--- src/rtl/debug_uart_rx.sv ---
// debug_uart_rx: 8N1 UART receiver for the debugger command path, valid/ready byte output with framing/overrun status.
// Define DEBUG_UART_RX_MAJORITY_EN for 2-of-3 majority sampling (adds one cycle to every decision).
module debug_uart_rx #(
  parameter int DIVIDER_TICKS = 1200,
  parameter int DATA_BITS     = 8
) (
  input  logic                 clk_in,
  input  logic                 reset,
  input  logic                 debug_uart_rx_in,
  output logic [DATA_BITS-1:0] data_out,
  output logic                 data_valid,
  input  logic                 data_ready,
  output logic                 framing_error,
  output logic                 overrun_error,
  output logic                 busy
);
  localparam int TW  = $clog2(DIVIDER_TICKS);
  localparam int BW  = $clog2(DATA_BITS + 1);
  localparam int MID = DIVIDER_TICKS / 2;
`ifdef DEBUG_UART_RX_MAJORITY_EN
  localparam int START_TICK = MID;
`else
  localparam int START_TICK = MID - 1;
`endif

  typedef enum logic [2:0] {IDLE, START, DATA, STOP, WAIT_IDLE} state_t;

  state_t               r_state, w_next;
  logic [1:0]           r_sync;
  logic [TW-1:0]        r_tick;
  logic [BW-1:0]        r_bit;
  logic [DATA_BITS-1:0] r_shift;
  logic                 w_rx_s, w_bit, w_start_smp, w_tick_end;
  logic                 w_shift_en, w_deliver, w_ferr;

  assign w_rx_s      = r_sync[1];
  assign w_start_smp = r_tick == TW'(START_TICK);
  assign w_tick_end  = r_tick == TW'(DIVIDER_TICKS - 1);

  always_ff @(posedge clk_in or posedge reset)
    if (reset) r_sync <= 2'b11;
    else       r_sync <= {r_sync[0], debug_uart_rx_in};

`ifdef DEBUG_UART_RX_MAJORITY_EN
  // History holds the two previous rx_s values; the decision lands on the third sample.
  logic [1:0] r_hist;
  always_ff @(posedge clk_in or posedge reset)
    if (reset) r_hist <= 2'b11;
    else       r_hist <= {r_hist[0], w_rx_s};
  assign w_bit = (r_hist[1] & r_hist[0]) | (r_hist[1] & w_rx_s) | (r_hist[0] & w_rx_s);
`else
  assign w_bit = w_rx_s;
`endif

  always_ff @(posedge clk_in or posedge reset)
    if (reset) r_state <= IDLE;
    else       r_state <= w_next;

  always_comb begin
    w_next = r_state;
    case (r_state)
      IDLE:      if (!w_rx_s) w_next = START;
      START:     if (w_start_smp) w_next = w_bit ? IDLE : DATA;
      DATA:      if (w_tick_end && r_bit == BW'(DATA_BITS - 1)) w_next = STOP;
      STOP:      if (w_tick_end) w_next = w_bit ? IDLE : WAIT_IDLE;
      WAIT_IDLE: if (w_rx_s) w_next = IDLE;
      default:   w_next = IDLE;
    endcase
  end

  always_comb begin
    w_shift_en = (r_state == DATA) && w_tick_end;
    w_deliver  = (r_state == STOP) && w_tick_end && w_bit;
    w_ferr     = (r_state == STOP) && w_tick_end && !w_bit;
    busy       = r_state != IDLE;
  end

  always_ff @(posedge clk_in or posedge reset)
    if (reset) begin
      r_tick  <= '0;
      r_bit   <= '0;
      r_shift <= '0;
    end else begin
      r_tick  <= (r_state != w_next || w_tick_end || r_state == IDLE || r_state == WAIT_IDLE) ? '0 : r_tick + 1'b1;
      r_bit   <= (r_state != DATA) ? '0 : w_tick_end ? r_bit + 1'b1 : r_bit;
      if (w_shift_en) r_shift <= {w_bit, r_shift[DATA_BITS-1:1]};
    end

  // A finished byte loads when the slot is empty or being emptied this same cycle.
  always_ff @(posedge clk_in or posedge reset)
    if (reset) begin
      data_out      <= '0;
      data_valid    <= 1'b0;
      framing_error <= 1'b0;
      overrun_error <= 1'b0;
    end else begin
      framing_error <= w_ferr;
      if (w_deliver && (!data_valid || data_ready)) begin
        data_out   <= r_shift;
        data_valid <= 1'b1;
      end else if (data_ready) data_valid <= 1'b0;
      if (w_deliver && data_valid && !data_ready) overrun_error <= 1'b1;
    end
endmodule

--- config.mk ---
export PLATFORM = sky130hd
export DESIGN_NAME = debug_uart_rx
export DESIGN_NICKNAME = d
export VERILOG_FILES = /design/src/rtl/debug_uart_rx.sv
export SDC_FILE = /design/constraint.sdc
export NUM_CORES = 1
export LEC_CHECK = 0
export CORE_MARGIN = 2
export CORE_UTILIZATION = 40
export CTS_CLUSTER_SIZE = 20
export DETAILED_ROUTE_END_ITERATION = 16
export DONT_BUFFER_PORTS = 1
export PLACE_DENSITY = 0.54
export SLEW_MARGIN = 20
export SYNTH_ARGS = -nofsm -noshare
export SYNTH_HDL_FRONTEND = slang
export SYNTH_SLANG_ARGS = --single-unit
--- constraint.sdc ---
create_clock -name clk_in -period 1.92 [get_ports clk_in]
set_input_delay 0.288 -clock clk_in [delete_from_list [all_inputs] [get_ports clk_in]]
set_output_delay 0.288 -clock clk_in [all_outputs]
set_load 0.005 [all_outputs]
==> metrics.txt <==
violated checks=negative hold slack; initial drt markers=60; initial antenna violation count=0; crit path capture=r_bit[3]; die area=5040 um2; Vias=1164; synthesized instance count=153; commonest non-fill, non-tap cell in the layout=dfrtp_1; RSZ-0062 raised after global routing=no; GRT Util Overall=0.1421; Cell Chain, Critical Path=ha_1 -> and4_4 -> nand4_4 -> buf_4 -> or4_1 -> a21oi_1; Fin. Hold Viols=12; CTS tree=built; VDD IR-drop max=0.3447 mV; most frequent cells in the layout=dfrtp_1, mux2_2, nor2_1, buf_4, nand2_1; Peak Freq=0.5383 GHz; final wirelength=3170 um; Yosys top cell area share=0.5157; syn nets=159; Min Hold Slack=-0.003366 ns; Final min period=1.858 ns; layout cells sized above 1=0.3018; Worst-Skew Late Latency=0.29 ns; max-slew violations=0; WL/cell=14.34 um; #FFs+latches synth=39; worst-margin pin slew=0.4794 ns; Buf+Inv Stages, Crit Path=1; Setup Fix Bufs, Post-CTS=0; drc violations=0; Worst Setup End Kind=register; Pleak=0.9466 nW; Final #Nets=174; top_reg_cell synth=dfrtp_1; CP startpoint=r_tick[1]; Setup TNS Final=0 ns; MaxCap Viol Count=0; synth unique cells=42; H-tree depth=2; Via density=5.267; Clock Sinks=39; PwrDens=676.5 nW/um2; CP top delay family=simple AND/OR/NAND/NOR gates; first-pass GRT wire length=5520 um; reg2reg start=r_tick[1]; mapped cell area=1795 um2; Yosys top cell by area=dfrtp_1; Placer Congestion=0.7441; DRT antenna net count=0; Starting Density=0.4152; Die X=71.00 um; R2R cell count=6; Rel. slew slack=0.6804; yosys warns=0; CP arrival=2.08 ns; CP max stage cell=or4_1; P&R area growth vs syn=13.94%; Crit Path Class=register to register; Worst Path Required=2.14 ns; gr ovfl total=0; outcome=complete, but fails checks; R2R Setup Slk=0.06 ns; largest net degree at the start of global routing=40; fin util=0.4731; Avg Cell Area, Syn=11.74 um2; IO buf count=0; Max Root-Sink Buffers=2; DP Wirelength=2260 um; router iterations before antenna repair=4; # setup viols final=0; cts bufs inserted=5; clock transition at the registers of the reported paths=0.07 ns; row count=24; hold crit path type=primary input to asynchronous set/reset pin; CP Launch Type=register; ys async rst share=1.000; top cells by area, synth=dfrtp_1, mux2_2, dfstp_2; clock tree root buffer cell=clkbuf_8; cell depth of the worst setup path=6; antenna cells=0; crit share post-route=0.9676; number of synthesized flops with an enable pin=0; Die Y-Extent=71.00 um; core area=4324 um2; io pins=16; sequential fraction of the synthesis area=0.5449; vias in the first global route=1220; capture point of the worst reg-to-reg path=r_bit[3]; clk_skew=0.004146 ns; crit-path max FO=6; Crit path largest cell delay=0.47 ns
-- per-layer routing --
| layer | global-route usage | share of wire |
|---|---|---|
| met3 | 0.04986 | 0.043 |
| met1 | 0.1792 | 0.47 |
| met2 | 0.2170 | 0.45 |
| met4 | 0.07128 | 0.034 |
| met5 | 0 | 0 |
-- where the power goes --
part           switching, mW  internal (mW)  total [mW]
Combinational         0.0178        0.00397      0.0218
Sequential           0.00174          0.825       0.827
Clock                  0.282          0.254       0.535
-- final cells by class --
class	instances	area [um2]
fillers	416	2278
flip-flops and latches	39	978.4
multi-input cells	101	758.2
repair buffers	14	132.6
clock buffers	6	72.57
well taps	52	65.06
inverters	7	26.28
clock inverters	2	12.51
-- repair_timing --
action | CTS | global route
hold buffers | 1 | 0
endpoints found under the hold margin | 1 | 0
gates resized for setup | 0 | 1
endpoints found under the setup margin | 0 | 1
-- state kept, by name, indices dropped and copies added (netlist names) --
name and cells:
framing_error 1, data_valid 1, overrun_error 1, r_bit 4, data_out 8, r_tick 11
r_shift 8, r_sync 2, r_state 3
-- through the flow --
stage / cell area, um2 / cells / total power [mW] / worst slack, ns
after CTS: 2037 / 221 / 1.417 / 0.005715
after global placement: 1942 / 212 / 0.8639 / 0.1043
final: 2046 / 221 / 1.384 / 0.06224
after detailed placement: 1942 / 212 / 0.8643 / 0.02665
after global routing: 2046 / 221 / 1.456 / 0.02678
after floorplan: 1795 / 153 / 0.8568 / 0.001626
-- worst min-delay path by stage --
stage | from | to | slack (ns)
floorplan | debug_uart_rx_in | r_sync[0] | 0.29
global placement | debug_uart_rx_in | r_sync[0] | 0.29
detailed placement | debug_uart_rx_in | r_sync[0] | 0.29
CTS | reset | r_tick[8] | 0.005
global route | reset | r_tick[0] | 0.04
finish | reset | r_tick[0] | -0.003
-- kinds of logic (layout without fill, tap and decap cells) --
family                   count (synthesis)  in the layout  share of synthesized area
AO/OA/AOI/OAI                           14             14                    0.05087
buffers and inverters                   13             29                    0.03763
AND/OR/NAND/NOR                         59             59                     0.2028
adder cells (fa/ha/maj)                  2              2                    0.01394
multiplexers                            17             17                     0.1059
flip-flops                              39             39                     0.5449
XOR/XNOR                                 9              9                    0.04390
-- synthesized netlist by cell type (3+ instances only) --
cell type and number:
nand4_1 3, nand3_1 6, xor2_1 3, nor2_1 11
inv_1 7, a21oi_1 5, nor2_2 7, xnor2_1 6
nand2_1 10, mux2_2 15, buf_2 3, dfrtp_1 37
Power figures use the tool's default switching activity.
==> patch 1: new RTL, same settings <==
The 5 states of `state_t` get a one-hot encoding in 5 bits.
--- a/src/rtl/debug_uart_rx.sv
+++ b/src/rtl/debug_uart_rx.sv
@@ -23,7 +23,7 @@
   localparam int START_TICK = MID - 1;
 `endif
 
-  typedef enum logic [2:0] {IDLE, START, DATA, STOP, WAIT_IDLE} state_t;
+  typedef enum logic [4:0] {IDLE = 5'b00001, START = 5'b00010, DATA = 5'b00100, STOP = 5'b01000, WAIT_IDLE = 5'b10000} state_t;
 
   state_t               r_state, w_next;
   logic [1:0]           r_sync;
Formal check against the unedited RTL: same outputs for any inputs over 10 cycles, from zero or initial values and one cycle with reset high; not proved beyond that.
==> patch 1 against the original RTL <==
  * The run ends with negative hold slack, negative setup slack left
  * Area after synthesis is 9.9% higher
  * Setup slack worse by 0.13 ns
  * First-iteration DRC count is 97% higher
  * Cell area is 19% higher
  * Sequential cell count is 2 higher
  * Wire length is 27% higher
  * Critical endpoint is now r_tick[6]
  * Highest routed layer unchanged
Power is not compared: it rests on default switching activity, and its combinational part moved more than twofold at a synthesized area within 25%.
==> patch 1: results (changes against the original RTL) <==
[timing]
fin_ws_ns=-0.06469  ; -0.1269 ns
setup_viol=20  ; +20
hold_viol_final=4  ; -8
final.setup_skew_ns=0.008146  ; +0.004000 ns
relSlewSlack_pct=66.26  ; -1.8 points
hold_ws_ns=-0.0008136  ; +0.002552 ns

[synthesis]
syn_nets=193  ; +21%
yosys-top-cells-count=dfrtp_1, nor2_1, nand2_1
yosysSeqAreaShare_pct=52.19  ; -2.3 points
synth_cells=187  ; +22%
synthTopCellsByArea=dfrtp_1, mux2_2, dfstp_2
yosysUniqueCellTypes=40  ; -4.8%
ys_warn_count=0  ; unchanged
synth-main-ff-cell=dfrtp_1
ys_async_sr_fraction_pct=100.0  ; unchanged

[route]
vias=1496  ; +29%
routedWlPerCell_um=13.88  ; -3.2%
drtIter0Drc=118  ; +97%
dr.pass1.iters=4  ; unchanged

[place]
numPortBuffers=0  ; unchanged
gp_congestion=0.8138  ; +9.4%
dp_hpwl_um=2782  ; +23%
place_inst=276  ; +30%

[critical_path]
crit_slowest_cell=or4b_4
worstPathMaxFanout=11  ; +5
reg2regPathDepth=8  ; +2
worst_ep_arrival_time_ns=2.16  ; +0.08 ns

[status]
violations=negative hold slack, negative setup slack
status=complete, but fails checks

[final_layout]
finalNonFillerCells=289  ; +31%
nets=226  ; +30%
fillers=436  ; +4.8%
drive_gt1_share_pct=30.77  ; +0.59 points

[global_route]
grt_max_degree=42  ; +5.0%
grt_pass1_wl_um=6720  ; +22%
antenna_found_initial=1  ; +1
grt_usage_pct=16.15  ; +1.9 points

[power_and_ir_drop]
irDropWorstVdd_v=0.0005795
p_leak_uw=0.001151

[clocking]
numCtsBuffers=5  ; unchanged
clock-root-buffer=clkbuf_8
h-tree-depth=2  ; unchanged
insertion_delay_ns=0.29  ; about the same
cts.clk_slew.worst_paths_ns=0.09  ; +0.02 ns

[worst_hold_path]
hold_class=in2async

patch 1: cell count changes in the layout (fill, tap and decap cells not counted), sizes merged, moves of 2 or more:
cell	delta
or4	-2
buf	+20
a31oi	+3
a21o	-2
nor4b	+3
xnor2	-3
and4	-2
or3	-2
nor3	+11
nand3	+4
xor2	+6
nor3b	+2
o31ai	-2
nand2	+7
patch 1: final timing paths:
| kind | end | startpoint | slack, ns |
|---|---|---|---|
| min in group clk_in | data_valid | data_ready | 0.21 |
| worst min register to register | r_sync[1] | r_sync[0] | 0.36 |
| worst min-delay path | r_tick[0] | reset | -0.0008 |
| worst max-delay path | r_tick[6] | r_tick[0] | -0.06 |
| worst max register to register | r_tick[6] | r_tick[0] | -0.06 |
| max in group asynchronous | r_state[0] | reset | 1.55 |
patch 1: timing repair:
| item | in CTS | in global routing |
|---|---|---|
| setup endpoints to repair | 19 | 22 |
| hold buffers | 1 | 0 |
| endpoints found under the hold margin | 1 | 0 |
| pin swaps | 1 | 1 |
| gates resized for setup | 1 | 15 |
| buffers inserted | 0 | 3 |
patch 1: where the power goes:
part           internal [uW]  switching [uW]
logic                    181             235
registers                910            43.5
clock network            258             314
patch 1: logic make-up (layout without fill, tap and decap cells):
family	after synthesis	in the layout	synth area share (%)
and+or+nand+nor	84	84	23.08
DFF	41	41	52.19
AOI/OAI and AO/OA	17	17	5.518
muxes	17	17	9.638
buffers and inverters	14	48	2.981
xor gates and xnor gates	12	12	5.327
adders and majority gates	2	2	1.268
other	0	1	0
patch 1: through the flow:
step / worst slack (ns) / cell area (um2) / TNS (ns)
floorplan: -0.1610 / 1986 / -1.920
CTS: -0.07104 / 2354 / -1.130
global placement: -0.09268 / 2252 / -1.160
finish: -0.06469 / 2432 / -0.7841
detailed placement: -0.1251 / 2252 / -1.461
global route: -0.1846 / 2432 / -3.178
patch 1: area by class of cell:
cell class / instances / share of cell area (%)
clock inverters: 3 / 0.8745
repair buffers: 34 / 11.37
clock buffers: 5 / 2.829
diodes: 1 / 0.1029
multi-input cells: 132 / 38.12
well taps: 67 / 3.447
flip-flops and latches: 41 / 42.34
inverters: 6 / 0.9259
patch 1: layer usage:
| layer | track usage [%] | wire [um] |
|---|---|---|
| met1 | 21.35 | 1843 |
| met2 | 24.70 | 1866 |
| met3 | 6.233 | 256 |
| met4 | 5.159 | 46 |
| met5 | 0 | 0 |
==> patch 2: new RTL, config.mk and constraints unchanged <==
Without the edit above. The option `DEBUG_UART_RX_MAJORITY_EN` is turned on by a define.
--- a/src/rtl/debug_uart_rx.sv
+++ b/src/rtl/debug_uart_rx.sv
@@ -1,5 +1,7 @@
 // debug_uart_rx: 8N1 UART receiver for the debugger command path, valid/ready byte output with framing/overrun status.
 // Define DEBUG_UART_RX_MAJORITY_EN for 2-of-3 majority sampling (adds one cycle to every decision).
+`define DEBUG_UART_RX_MAJORITY_EN
+
 module debug_uart_rx #(
   parameter int DIVIDER_TICKS = 1200,
   parameter int DATA_BITS     = 8
Behaviour: same outputs for any inputs over 10 cycles, from zero or initial values and one cycle with reset high; that may be too few to reach the edited logic, so the function may still have changed.
==> patch 2 against the original RTL <==
  * The run ends with negative setup slack left
  * Wire length grew 19%
  * First-iteration DRC count decreased by 17%
  * Clock skew hardly changed
  * Cell area rose by 11%
  * Area after synthesis up 4.0%
  * Setup slack got worse by 0.096 ns
  * Power up 4.5%
  * Sequential cell count rose by 2
  * Fmax decreased by 4.9%
==> patch 2: results (changes against the original RTL) <==
[status]
status=complete, but fails checks
violations=negative setup slack

[global_route]
grt_use_met1_pct=20.65  ; +2.7 points
grt.met3_usage_pct=4.583  ; -0.40 points
grt_usage_pct=16.72  ; +2.5 points
grt_pass1_vias=1401  ; +15%
grt_pass1_wl_um=6617  ; +20%

[timing]
fin_ws_ns=-0.03345  ; -0.09569 ns
setup_viol=7  ; +7
setup-tns-final_ns=-0.1025  ; -0.1025 ns
hold_ws_ns=0.007140  ; +0.01051 ns
relSlewSlack_pct=66.17  ; -1.9 points

[critical_path]
worst_ep_arrival_time_ns=2.17  ; +0.09 ns
crit_slowest_cell=or4_4
critical-path-max-stage-delay_ns=0.53  ; +0.06 ns

[route]
drtIter0Drc=50  ; -17%
vias_per_cell=5.287  ; +0.38%
drt_wl_total_um=3766  ; +19%

[final_layout]
nets=191  ; +9.8%
finalNonFillerCells=237  ; +7.2%
drive_gt1_share_pct=36.76  ; +6.6 points

[synthesis]
synthAdderAreaFrac_pct=2.547  ; +1.2 points
yosysUniqueCellTypes=40  ; -4.8%
yosysSeqAreaShare_pct=55.23  ; +0.73 points
synth_area_per_cell_um2=12.12  ; +3.3%

[place]
gp_congestion=0.8338  ; +12%
dp_hpwl_um=2658  ; +18%
pre_cts_slack_ns=-0.02999  ; -0.05664 ns
place_inst=224  ; +5.7%
post_dp_cell_area_mm2=0.002081  ; +7.2%

[power_and_ir_drop]
irDropWorstVdd_v=0.0004025  ; +17%

patch 2: changes by cell type in the layout (fill, tap and decap cells not counted), moves of 3 or more:
cell      delta
buf_4       +13
nand2_1      -6
nor3_1       +6
a211oi_2     +5
nor2_2       -5
mux2_2       -4
mux2_4       +4
nor2_1       -4
a21oi_1      -3
xor2_1       +3
patch 2: final timing paths:
check	start	end	cells after the start
setup / recovery	r_tick[10]	r_state[1]	4
hold / removal	reset	data_out[2]	2
setup reg to reg	r_tick[10]	r_state[1]	4
hold reg to reg	r_sync[0]	r_sync[1]	0
max in group asynchronous	reset	r_sync[0]	2
min in group clk_in	data_ready	overrun_error	2
patch 2: power breakdown:
part	internal [uW]	leakage (uW)	switching, uW
Sequential	870	0.000544	1.78
Combinational	7.81	0.000451	21.7
Clock	251	0.0000439	293
patch 2: layer usage:
metal,vias up,routed length (um)
li1,608,-
met5,-,0
met4,0,67
met2,16,1899
met1,623,1690
met3,6,108
patch 2: cell families (layout without fill, tap and decap cells):
family | after synthesis | after routing
and+or+nand+nor | 48 | 48
DFF | 41 | 41
AOI/OAI and AO/OA | 21 | 21
muxes | 16 | 16
buffers and inverters | 13 | 44
xor gates and xnor gates | 11 | 11
adders and majority gates | 4 | 4
patch 2: what timing repair did:
| action | 4_1_cts | 5_1_grt |
|---|---|---|
| endpoints found under the setup margin | 12 | 28 |
| endpoints found under the hold margin | 1 | 0 |
| hold buffers | 1 | 0 |
| pin swaps | 8 | 3 |
| buffers inserted | 1 | 5 |
| gates resized for setup | 8 | 8 |
patch 2: area by class of cell:
cell class                      count  area (um2)
Fill cell                         411        2148
Sequential cell                    41        1031
Multi-Input combinational cell    100       837.1
Timing Repair Buffer               27       212.7
Clock buffer                        5       68.82
Tap cell                           52       65.06
Inverter                            9       33.78
Clock inverter                      3       17.52
